`config.mk`:
```
export PLATFORM = sky130hd
export DESIGN_NAME = hazard_ctrl
export DESIGN_NICKNAME = d
export VERILOG_FILES = /design/src/rtl/hazard_ctrl.sv
export SDC_FILE = /design/constraint.sdc
export NUM_CORES = 1
export LEC_CHECK = 0
export ABC_AREA = 1
export CORE_ASPECT_RATIO = 1.2
export CORE_MARGIN = 4
export CORE_UTILIZATION = 49
export CTS_CLUSTER_DIAMETER = 200
export DETAILED_ROUTE_END_ITERATION = 16
export GPL_ROUTABILITY_DRIVEN = 0
export PLACE_DENSITY = 0.92
export SLEW_MARGIN = 40
export SYNTH_ARGS = -nofsm -noshare
export SYNTH_HDL_FRONTEND = slang
export SYNTH_SLANG_ARGS = --single-unit
```
`constraint.sdc`:
```
create_clock -name clk -period 5.6 [get_ports clk]
set_input_delay 1.68 -clock clk [delete_from_list [all_inputs] [get_ports clk]]
set_output_delay 1.68 -clock clk [all_outputs]
set_load 0.03 [all_outputs]
```
`src/rtl/hazard_ctrl.sv`:
```
// Pipeline hazard controller: load-use bubbles, branch/jump redirect flushes,
// multi-cycle FPU stalls and global trap/CSR flushes, plus a saturating
// count of front-end stall cycles.
module hazard_ctrl (
    input  logic        clk,
    input  logic        rst,

    input  logic [4:0]  rs1_addr_ID,
    input  logic [4:0]  rs2_addr_ID,
    input  logic [4:0]  rs3_addr_ID,
    input  logic        rs1_float_ID,
    input  logic        rs2_float_ID,
    input  logic        rs3_en_ID,

    input  logic [4:0]  rd_addr_EX,
    input  logic        regW_en_EX,
    input  logic        rsW_float_EX,
    input  logic        mem_read_EX,
    input  logic        fpu_start_EX,
    input  logic [3:0]  fpu_lat_EX,
    input  logic        redirect_EX,
    input  logic        flush_all,

    output logic        en_IF,
    output logic        en_IF_ID,
    output logic        en_ID_EX,
    output logic        en_EX_MEM,
    output logic        flush_IF_ID,
    output logic        flush_ID_EX,
    output logic        flush_EX_MEM,
    output logic        fpu_busy,
    output logic        fpu_done,
    output logic [15:0] stall_cnt
);

    typedef enum logic {
        RUN      = 1'b0,
        FPU_BUSY = 1'b1
    } state_t;

    state_t     state;
    state_t     next_state;
    logic [3:0] cnt;
    logic [3:0] next_cnt;

    logic ex_load;
    logic hit_rs1;
    logic hit_rs2;
    logic hit_rs3;
    logic load_use;
    logic fpu_long;

    // An EX load can only create a hazard if it really writes a register;
    // integer x0 is hardwired and never a real destination, FP f0 is.
    assign ex_load  = mem_read_EX & regW_en_EX & (rsW_float_EX | (rd_addr_EX != 5'd0));
    assign hit_rs1  = ex_load & (rd_addr_EX == rs1_addr_ID) & (rsW_float_EX == rs1_float_ID);
    assign hit_rs2  = ex_load & (rd_addr_EX == rs2_addr_ID) & (rsW_float_EX == rs2_float_ID);
    // rs3 only exists for fused FP ops, so it is always an FP register.
    assign hit_rs3  = ex_load & rs3_en_ID & (rd_addr_EX == rs3_addr_ID) & rsW_float_EX;
    assign load_use = hit_rs1 | hit_rs2 | hit_rs3;

    // Latencies of 0 or 1 complete within the normal EX cycle.
    assign fpu_long = fpu_start_EX & (fpu_lat_EX >= 4'd2);

    // Combinational stage controls and next-state selection, in priority order.
    always_comb begin
        // NOTE: every output gets a default before any branch so no path leaves
        // a value unassigned, which would otherwise infer a latch.
        en_IF        = 1'b1;
        en_IF_ID     = 1'b1;
        en_ID_EX     = 1'b1;
        en_EX_MEM    = 1'b1;
        flush_IF_ID  = 1'b0;
        flush_ID_EX  = 1'b0;
        flush_EX_MEM = 1'b0;
        fpu_busy     = 1'b0;
        fpu_done     = 1'b0;
        next_state   = state;
        next_cnt     = cnt;

        if (!rst) begin
            en_IF        = 1'b0;
            en_IF_ID     = 1'b0;
            en_ID_EX     = 1'b0;
            en_EX_MEM    = 1'b0;
            flush_IF_ID  = 1'b1;
            flush_ID_EX  = 1'b1;
            flush_EX_MEM = 1'b1;
        end else begin
            fpu_busy = (state == FPU_BUSY);
            if (flush_all) begin
                // Trap/CSR flush wins everywhere and abandons any FPU wait.
                flush_IF_ID  = 1'b1;
                flush_ID_EX  = 1'b1;
                flush_EX_MEM = 1'b1;
                next_state   = RUN;
                next_cnt     = 4'd0;
            end else begin
                case (state)
                    RUN: begin
                        if (fpu_long) begin
                            en_IF      = 1'b0;
                            en_IF_ID   = 1'b0;
                            en_ID_EX   = 1'b0;
                            en_EX_MEM  = 1'b0;
                            next_cnt   = fpu_lat_EX - 4'd1;
                            next_state = FPU_BUSY;
                        end else if (redirect_EX) begin
                            flush_IF_ID = 1'b1;
                            flush_ID_EX = 1'b1;
                        end else if (load_use) begin
                            // Hold IF and ID, let EX advance with a bubble behind it.
                            en_IF       = 1'b0;
                            en_IF_ID    = 1'b0;
                            flush_ID_EX = 1'b1;
                        end
                    end
                    FPU_BUSY: begin
                        if (cnt != 4'd1) begin
                            en_IF     = 1'b0;
                            en_IF_ID  = 1'b0;
                            en_ID_EX  = 1'b0;
                            en_EX_MEM = 1'b0;
                            next_cnt  = cnt - 4'd1;
                        end else begin
                            fpu_done   = 1'b1;
                            next_cnt   = 4'd0;
                            next_state = RUN;
                        end
                    end
                    default: begin
                        next_state = RUN;
                        next_cnt   = 4'd0;
                    end
                endcase
            end
        end
    end

    // State, FPU countdown and saturating stall counter.
    always_ff @(posedge clk) begin
        // NOTE: registers use non-blocking assignments so every flop samples
        // the pre-edge values, independent of statement order.
        if (!rst) begin
            state     <= RUN;
            cnt       <= 4'd0;
            stall_cnt <= 16'd0;
        end else begin
            state <= next_state;
            cnt   <= next_cnt;
            if (!en_IF && (stall_cnt != 16'hFFFF)) begin
                stall_cnt <= stall_cnt + 16'd1;
            end
        end
    end

endmodule

```
[Word-level counts from Yosys, hierarchy flattened]
Cells that the tools add are included.
Storage, ports and cells
  bits of input ports: 35
  word-level logic and storage cells: 68
  output and inout bits: 25
  flip-flop bits (word level): 21
Cells by class
  bitwise gates (word level): 15
  magnitude comparators: 1
  muxes and demuxes: 34
  reduce and logical (&&, ||, !) cells: 4
  equal/unequal tests: 8
  $add $sub $neg: 3
Operators with widths (number)
  $mux W1: 28
  $add A16 B1 Y16 const B: 1
  $ne A16 B16 Y1 const B: 1
  $eq A5 B5 Y1: 3
  $and A1 B1 Y1: 10
  $mux W4: 2
  $pmux W4 S2: 1
  $sub A4 B1 Y4 const B: 2
  $pmux W1 S2: 3
  $reduce_bool A5 Y1: 1
  $ge A4 B2 Y1 const B: 1
  $ne A4 B1 Y1 const B: 1
  $or A1 B1 Y1: 3
  $eq A1 B1 Y1: 2
  $ne A2 B2 Y1 const B: 1
  $not A1 Y1: 2
  $reduce_or A2 Y1: 1
  $logic_and A1 B1 Y1: 1
  $logic_not A1 Y1: 1

[Logic depth before layout (Yosys ltp)]
Gate-level depths: netlist of the first run.
  depth after elaboration: 15
  depth in mapped cells: 13
  gate-level depth less buffers: 12

[Least setup slack after synthesis of the first run]
Ideal clock, no wire load.
  path type: input to output
  from: in fpu_lat_EX[0]
  to: out en_IF_ID
  arrival time: 3.743 ns
  stages on the path: 11
  path buffers: 2
  slack: 0.177 ns
  cell sequence: inv_1 -> ha_1 -> nor2_1 -> nand2_1 -> nand2_1 -> nand2_1 -> a31oi_1 -> nand2_2 -> buf_2 -> inv_1 -> buf_4
Between the ends
  cells in the longest elaborated chain, start to end: 6
Ends and longest elaborated chain
  start, declared: line 20  | input logic [3:0] fpu_lat_EX,
  $ge A4 B2 Y1: line 63  | assign fpu_long = fpu_start_EX & (fpu_lat_EX >= 4'd2);
  $and A1 B1 Y1: line 63
  $mux W1
  $pmux W1 S2
  $mux W1 (2 in series)
  end, declared: line 25  | output logic en_IF_ID,
Every way passes these cells.

[Worst setup path in the final report of the first run]
  from: in fpu_lat_EX[0]
  to: out flush_ID_EX
Between the ends
  cells in the longest elaborated chain, start to end: 6
Ends and longest elaborated chain
  $ge A4 B2 Y1: line 63
  $and A1 B1 Y1: line 63
  $mux W1: line 101  | if (fpu_long) begin
  $mux W1: line 99  | case (state)
  $mux W1: line 91  | if (flush_all) begin
  $mux W1: line 81  | if (!rst) begin
  end, declared: line 29  | output logic flush_ID_EX,
Every way passes these cells.

==> results of run 1 <==
## flip-flops by register name, summed over array words and instances (netlist names)
register and count:
stall_cnt 16, state 1, cnt 4
## final timing paths
| kind | from | endpoint | slack, ns | depth (start not counted) |
|---|---|---|---|---|
| setup / recovery | fpu_lat_EX[0] | flush_ID_EX | 0.23 | 12 |
| hold / removal | stall_cnt[15]$_SDFFE_PN0P_ | stall_cnt[15]$_SDFFE_PN0P_ | 0.49 | 2 |
| setup reg to reg | stall_cnt[0]$_SDFFE_PN0P_ | stall_cnt[15]$_SDFFE_PN0P_ | 3.42 | 9 |
| hold reg to reg | stall_cnt[15]$_SDFFE_PN0P_ | stall_cnt[15]$_SDFFE_PN0P_ | 0.49 | 2 |
## cell families (layout without fill, tap and decap cells)
kind of cell / after synthesis / count (layout) / synth area share, %
simple gates: 176 / 176 / 43.3
flops: 21 / 21 / 24.0
compound gates: 29 / 29 / 9.08
xor+xnor: 14 / 14 / 7.01
buf+inv: 56 / 116 / 13.0
fa+ha+maj: 5 / 5 / 3.57
## power breakdown
group          internal [mW]  switching [mW]  total [mW]
combinational         0.0489          0.0547       0.104
sequential             0.153         0.00459       0.158
clock                 0.0496          0.0503       0.100
## through the flow
step	utilization, %	setup slack (ns)
after global placement	69.6	0.250
final	71.1	0.226
after CTS	71.0	0.148
after floorplan	-	0.177
after detailed placement	69.6	0.160
after global routing	71.1	0.0785
## worst max-delay path, stage by stage
cell	delay [ns]
sky130_fd_sc_hd__clkdlybuf4s50_1	0.45
sky130_fd_sc_hd__inv_1	0.07
sky130_fd_sc_hd__ha_1	0.20
sky130_fd_sc_hd__nor2_1	0.10
sky130_fd_sc_hd__nand2_1	0.06
sky130_fd_sc_hd__nand2_1	0.07
sky130_fd_sc_hd__nand2_1	0.09
sky130_fd_sc_hd__clkinv_1	0.08
sky130_fd_sc_hd__nand2_1	0.05
sky130_fd_sc_hd__nand2_1	0.08
sky130_fd_sc_hd__a31o_2	0.10
sky130_fd_sc_hd__clkdlybuf4s50_1	0.66
## metal layers
metal	track usage (%)	vias to the layer above
met5	0	-
met4	10.8	0
met3	4.28	19
met2	39.8	83
met1	21.4	905
li1	-	1063
## final cells by class
class	instances	area [sq um]	share of cell area [%]
multi-input combinational	224	1100	45.6
timing repair buffer	62	613	25.4
sequential	21	420	17.4
inverter	50	188	7.77
tap	37	46.3	1.92
clock buffer	3	41.3	1.71
clock inverter	1	5.00	0.207
## placed cells by master (no fill, tap or decap), types with 3 or more instances in the layout
master | synthesis | layout
sky130_fd_sc_hd__nand2_1 | 94 | 94
sky130_fd_sc_hd__nor2_1 | 33 | 33
sky130_fd_sc_hd__buf_4 | 2 | 5
sky130_fd_sc_hd__nand3_1 | 29 | 29
sky130_fd_sc_hd__clkdlybuf4s50_1 | 0 | 55
sky130_fd_sc_hd__nand4_1 | 4 | 4
sky130_fd_sc_hd__ha_1 | 5 | 5
sky130_fd_sc_hd__o21ai_0 | 6 | 6
sky130_fd_sc_hd__clkbuf_8 | 0 | 3
sky130_fd_sc_hd__xor2_1 | 13 | 13
sky130_fd_sc_hd__a21oi_1 | 18 | 18
sky130_fd_sc_hd__inv_1 | 48 | 48
sky130_fd_sc_hd__dfxtp_1 | 21 | 21
sky130_fd_sc_hd__nand2_2 | 3 | 3
sky130_fd_sc_hd__nor3_1 | 8 | 8
==> run summary, run 1 <==
Finished layout cell area: 2420 sq um
Post-detailed-route via-to-cell ratio: 5.20
Maximum number of pins on one net before global-route repair: 19
Total number of nets in the final design: 402
Filler Cells Inserted: 289
Total power draw: 0.361 mW
Horiz. Die Dim: 62.6 um
Most used standard cells in the synthesized netlist: 94 x sky130_fd_sc_hd__nand2_1, 48 x sky130_fd_sc_hd__inv_1, 33 x sky130_fd_sc_hd__nor2_1
Max-cap violations: 0
Worst min-delay path category: flop to flop
Total clock buffers created by CTS: 3
Mapped Cells: 301
Cell type with the largest total area after synthesis: sky130_fd_sc_hd__dfxtp_1
Number of enable-type register cells in the synthesized netlist: 0
Setup repair after global routing missed its margin: false
CTS clock-pin slew for the worst setup and hold paths: 0.07 ns
Area of the core: 3400 sq um
Met2 WL post-DR: 2300 um
Setup fix buffers added after clock tree synthesis: 0
Wire length of the first global-routing pass: 7940 um
Outcome: finished clean
Antenna violations before repair: 0
Tightest Pin Transition: 0.716 ns
Data arrival at the endpoint of the critical path: 3.69 ns
DP Wirelength: 3750 um
Total negative slack for setup checks: 0 ns
Leakage power summed over all cells: 1.10 nW
Number of iterations in the first detailed-routing pass: 4
Met1 Wirelength: 1830 um
Mapped cell area: 1750 sq um
Worst vdd ir: 0.0724 mV
Number of sinks driven by the clock tree: 21
Startpoint class of the critical path: primary input
Top layer reached by signal wires: met4
Distinct cell type count after synthesis: 27
Fmax: 186 MHz
Crit path time final: 5.37 ns
Grt total ovfl: 0
Avg WL per Cell: 11.8 um
Initial Utilization: 51.5%
Synthesized flop and latch total: 21
Synth warn: 0
Synthesized netlist net count: 341
Sequential share of the synthesized area: 24.0%
Main synth FF type: sky130_fd_sc_hd__dfxtp_1
CTS tree: yes
Power density normalized to cell area: 149 nW/um^2
Total of buffers placed on input and output ports: 59
Die extent in y: 73.5 um
GRT Overall Usage: 20.8%
Worst Setup Path Type: primary input to output port
Starting DRC count in detailed routing: 152
DRC violations left: 0
Syn Area/Cell: 5.82 sq um
Number of levels the H-tree was split into: 1
Post-Place Cell Area: 2360 sq um
Share of layout cells above drive strength 1: 4.43%
PostCTS Resize Cnt: 0
Highest net fanout along the worst path: 4
Post-route worst hold slack: 0.493 ns
Longest Clk Path Bufs: 2
Detailed Route WL: 4680 um
Final Hold Violating Endpoints: 0
Cell count after placement: 394
Hold-fix buffers, CTS: 0
Area Overhead vs Synth: 38.0%
Std cell rows: 23
Number of global-route vias before repair: 2032
Sort of element at the end of the critical path: output port
Post-route ant nets: 0
Ranking of synthesized cells by area: sky130_fd_sc_hd__dfxtp_1 24%, sky130_fd_sc_hd__nand2_1 20%, sky130_fd_sc_hd__inv_1 10%
Post-Route Skew: 0.00490 ns
Final-report max-slew violation count: 0
Req. time, crit path: 3.92 ns
Async SR Flop Fraction: 0%
Area of the die: 4600 sq um
Most frequent cell after synthesis: sky130_fd_sc_hd__nand2_1
Synth top area share: 24.0%
Antenna Diode Count: 0
Period utilization: 96.0%
Cell at the root of the clock tree: sky130_fd_sc_hd__clkbuf_8
Slew HR: 51.8%
Detailed-routed wire length on met3: 401 um
Final setup violating endpoints: 0
Overall via count from detail_route: 2070
Top-level port count: 60
Clock insertion delay at the later pin of the skew report: 0.26 ns
Count of non-filler cells in the finished layout: 398
(Power assumes the default switching activity.)
==> run 2, diff against run 1 <==
Settings changed: MAX_ROUTING_LAYER set to met4, SLEW_MARGIN 40 to unset.
==> run summary, run 2 (same netlist as run 1, synthesis figures left out) <==
Outcome: finished clean
Ordered list of cells on the worst path: clkdlybuf4s50_1 -> inv_1 -> ha_1 -> nor2_1 -> nand2_1 -> nand2_1 -> nand2_1 -> clkinv_1 -> nand2_1 -> nand2_1 -> a31o_2 -> clkdlybuf4s50_1
Req. time, crit path: 3.92 ns
PostCTS Resize Cnt: 0
Std cell rows: 23
Largest Register: stall_cnt
Worst min-delay path category: flop to flop
Timing endpoint of the critical path: flush_ID_EX
Critical path's slowest cell: sky130_fd_sc_hd__clkdlybuf4s50_1
CTS tree: yes
Slew HR: 50.6%
Number of sinks driven by the clock tree: 21
Number of global-route vias before repair: 2032
DP Wirelength: 3750 um
Leakage power summed over all cells: 1.10 nW
Total of buffers placed on input and output ports: 59
Combinational share of power: 28.7%
Hold-fix buffers, CTS: 0
Crit path time final: 5.37 ns
Pint: 0.252 mW
Longest Clk Path Bufs: 2
Total number of nets in the final design: 402
Levels on crit path: 12
Number of iterations in the first detailed-routing pass: 5
Worst Setup Path Type: primary input to output port
Clock insertion delay at the later pin of the skew report: 0.26 ns
Avg WL per Cell: 11.8 um
Total clock buffers created by CTS: 3
Fraction of met1 tracks used by global routing: 22.1%
Switch share: 30.3%
Switching power total: 0.109 mW
Tightest Pin Transition: 0.734 ns
Sort of element at the end of the critical path: output port
Most used cells in the layout excluding fill and tap cells: 94 x sky130_fd_sc_hd__nand2_1, 55 x sky130_fd_sc_hd__clkdlybuf4s50_1, 48 x sky130_fd_sc_hd__inv_1, 33 x sky130_fd_sc_hd__nor2_1, 29 x sky130_fd_sc_hd__nand3_1
Met2 routing resource usage after global routing: 39.8%
Number of instances on the worst hold path: 2
Setup repair after global routing missed its margin: false
Top-level port count: 60
Met3 GRT Util: 3.21%
Share of power burned in the clock network: 27.6%
DRC violations left: 0
Post-Route Skew: 0.00481 ns
Post-route ant nets: 0
Area of the die: 4600 sq um
Share of layout cells above drive strength 1: 4.43%
Worst-case reg-to-reg path depth: 9
Final-report max-slew violation count: 0
Post-detailed-route via-to-cell ratio: 5.21
Worst path top cell family by delay: buffers and inverters
Buffer and inverter count on the worst path: 4
Starting DRC count in detailed routing: 126
Endpoint of the most critical register-to-register path: stall_cnt[15]$_SDFFE_PN0P_
Largest regs: stall_cnt x16, cnt x4, state x1
Worst vdd ir: 0.0722 mV
Final Hold Violating Endpoints: 0
Maximum number of pins on one net before global-route repair: 19
Wire length of the first global-routing pass: 7940 um
Largest register FFs: 16
Grt total ovfl: 0
Cell type with the highest occurrence count on the critical path: sky130_fd_sc_hd__nand2_1
GRT Overall Usage: 21.4%
Total power draw: 0.361 mW
Cell at the root of the clock tree: sky130_fd_sc_hd__clkbuf_8
Final setup violating endpoints: 0
Die extent in y: 73.5 um
Antenna Diode Count: 0
Launching point of the worst reg2reg path: stall_cnt[0]$_SDFFE_PN0P_
Max-cap violations: 0
Highest net fanout along the worst path: 4
Most frequent standard cell in the layout excluding fill and tap cells: sky130_fd_sc_hd__nand2_1
Detailed Route WL: 4680 um
Startpoint class of the critical path: primary input
Period utilization: 96.0%
Fmax: 186 MHz
Overall via count from detail_route: 2074
Antenna violations before repair: 0
Total negative slack for setup checks: 0 ns
Horiz. Die Dim: 62.6 um
Busiest layer in global routing: met2
Fraction of power consumed by sequential logic: 43.7%
Launch point of the critical path: fpu_lat_EX[0]
Number of levels the H-tree was split into: 1
Setup fix buffers added after clock tree synthesis: 0
CTS clock-pin slew for the worst setup and hold paths: 0.07 ns
Area Overhead vs Synth: 38.0%
Biggest cell delay along the critical path: 0.66 ns
Power density normalized to cell area: 149 nW/um^2
Data arrival at the endpoint of the critical path: 3.69 ns
Register-to-register path setup slack: 3.43 ns
Initial Utilization: 51.5%
Filler Cells Inserted: 289
Area of the core: 3400 sq um
==> run 2: cell counts in the layout (fill, tap and decap cells not counted) <==
Identical to the previous run, type by type.
==> run 2: routing by layer <==
metal / wire [um] / vias to the layer above
li1: - / 1063
met1: 1850 / 912
met2: 2310 / 84
met3: 379 / 15
met4: 135 / 0
met5: 0 / -
==> run 2: cell type report <==
cell class	instances	area, sq um	share of cell area, %
multi-input combinational	224	1100	45.6
clock inverter	1	5.00	0.207
clock buffer	3	41.3	1.71
inverter	50	188	7.77
tap	37	46.3	1.92
timing repair buffer	62	613	25.4
sequential	21	420	17.4
==> run 2: worst reg2reg max path, delay by kind of cell, from the launching register on <==
kind / cells / cell delay (ns)
simple gates: 7 / 1.25
flops: 1 / 0.45
fa+ha+maj: 1 / 0.28
compound gates: 1 / 0.12
==> run 2: worst min path at each step <==
stage | start | endpoint
floorplan | cnt[1]$_SDFFE_PP0P_ | cnt[1]$_SDFFE_PP0P_
CTS | stall_cnt[15]$_SDFFE_PN0P_ | stall_cnt[15]$_SDFFE_PN0P_
global route | stall_cnt[15]$_SDFFE_PN0P_ | stall_cnt[15]$_SDFFE_PN0P_
detailed placement | stall_cnt[15]$_SDFFE_PN0P_ | stall_cnt[15]$_SDFFE_PN0P_
global placement | stall_cnt[15]$_SDFFE_PN0P_ | stall_cnt[15]$_SDFFE_PN0P_
finish | stall_cnt[15]$_SDFFE_PN0P_ | stall_cnt[15]$_SDFFE_PN0P_
==> run 2: power groups by stage <==
stage          registers, mW  clock network [mW]  logic [mW]
3_3_place_gp           0.161                   0       0.101
4_1_cts                0.158               0.102       0.104
6_report               0.158              0.0997       0.104
3_5_place_dp           0.161                   0       0.103
5_1_grt                0.158               0.110       0.115
2_1_floorplan          0.164                   0      0.0537
==> run 2: per-stage QoR <==
step / hold slack [ns] / setup slack [ns] / utilization (%) / area [sq um] / instances
4_1_cts: 0.496 / 0.148 / 71.0 / 2410 / 398
2_1_floorplan: 0.486 / 0.177 / - / 1750 / 301
3_5_place_dp: 0.484 / 0.160 / 69.6 / 2360 / 394
3_3_place_gp: 0.469 / 0.250 / 69.6 / 2360 / 394
6_report: 0.493 / 0.226 / 71.1 / 2420 / 398
5_1_grt: 0.524 / 0.0785 / 71.1 / 2420 / 398
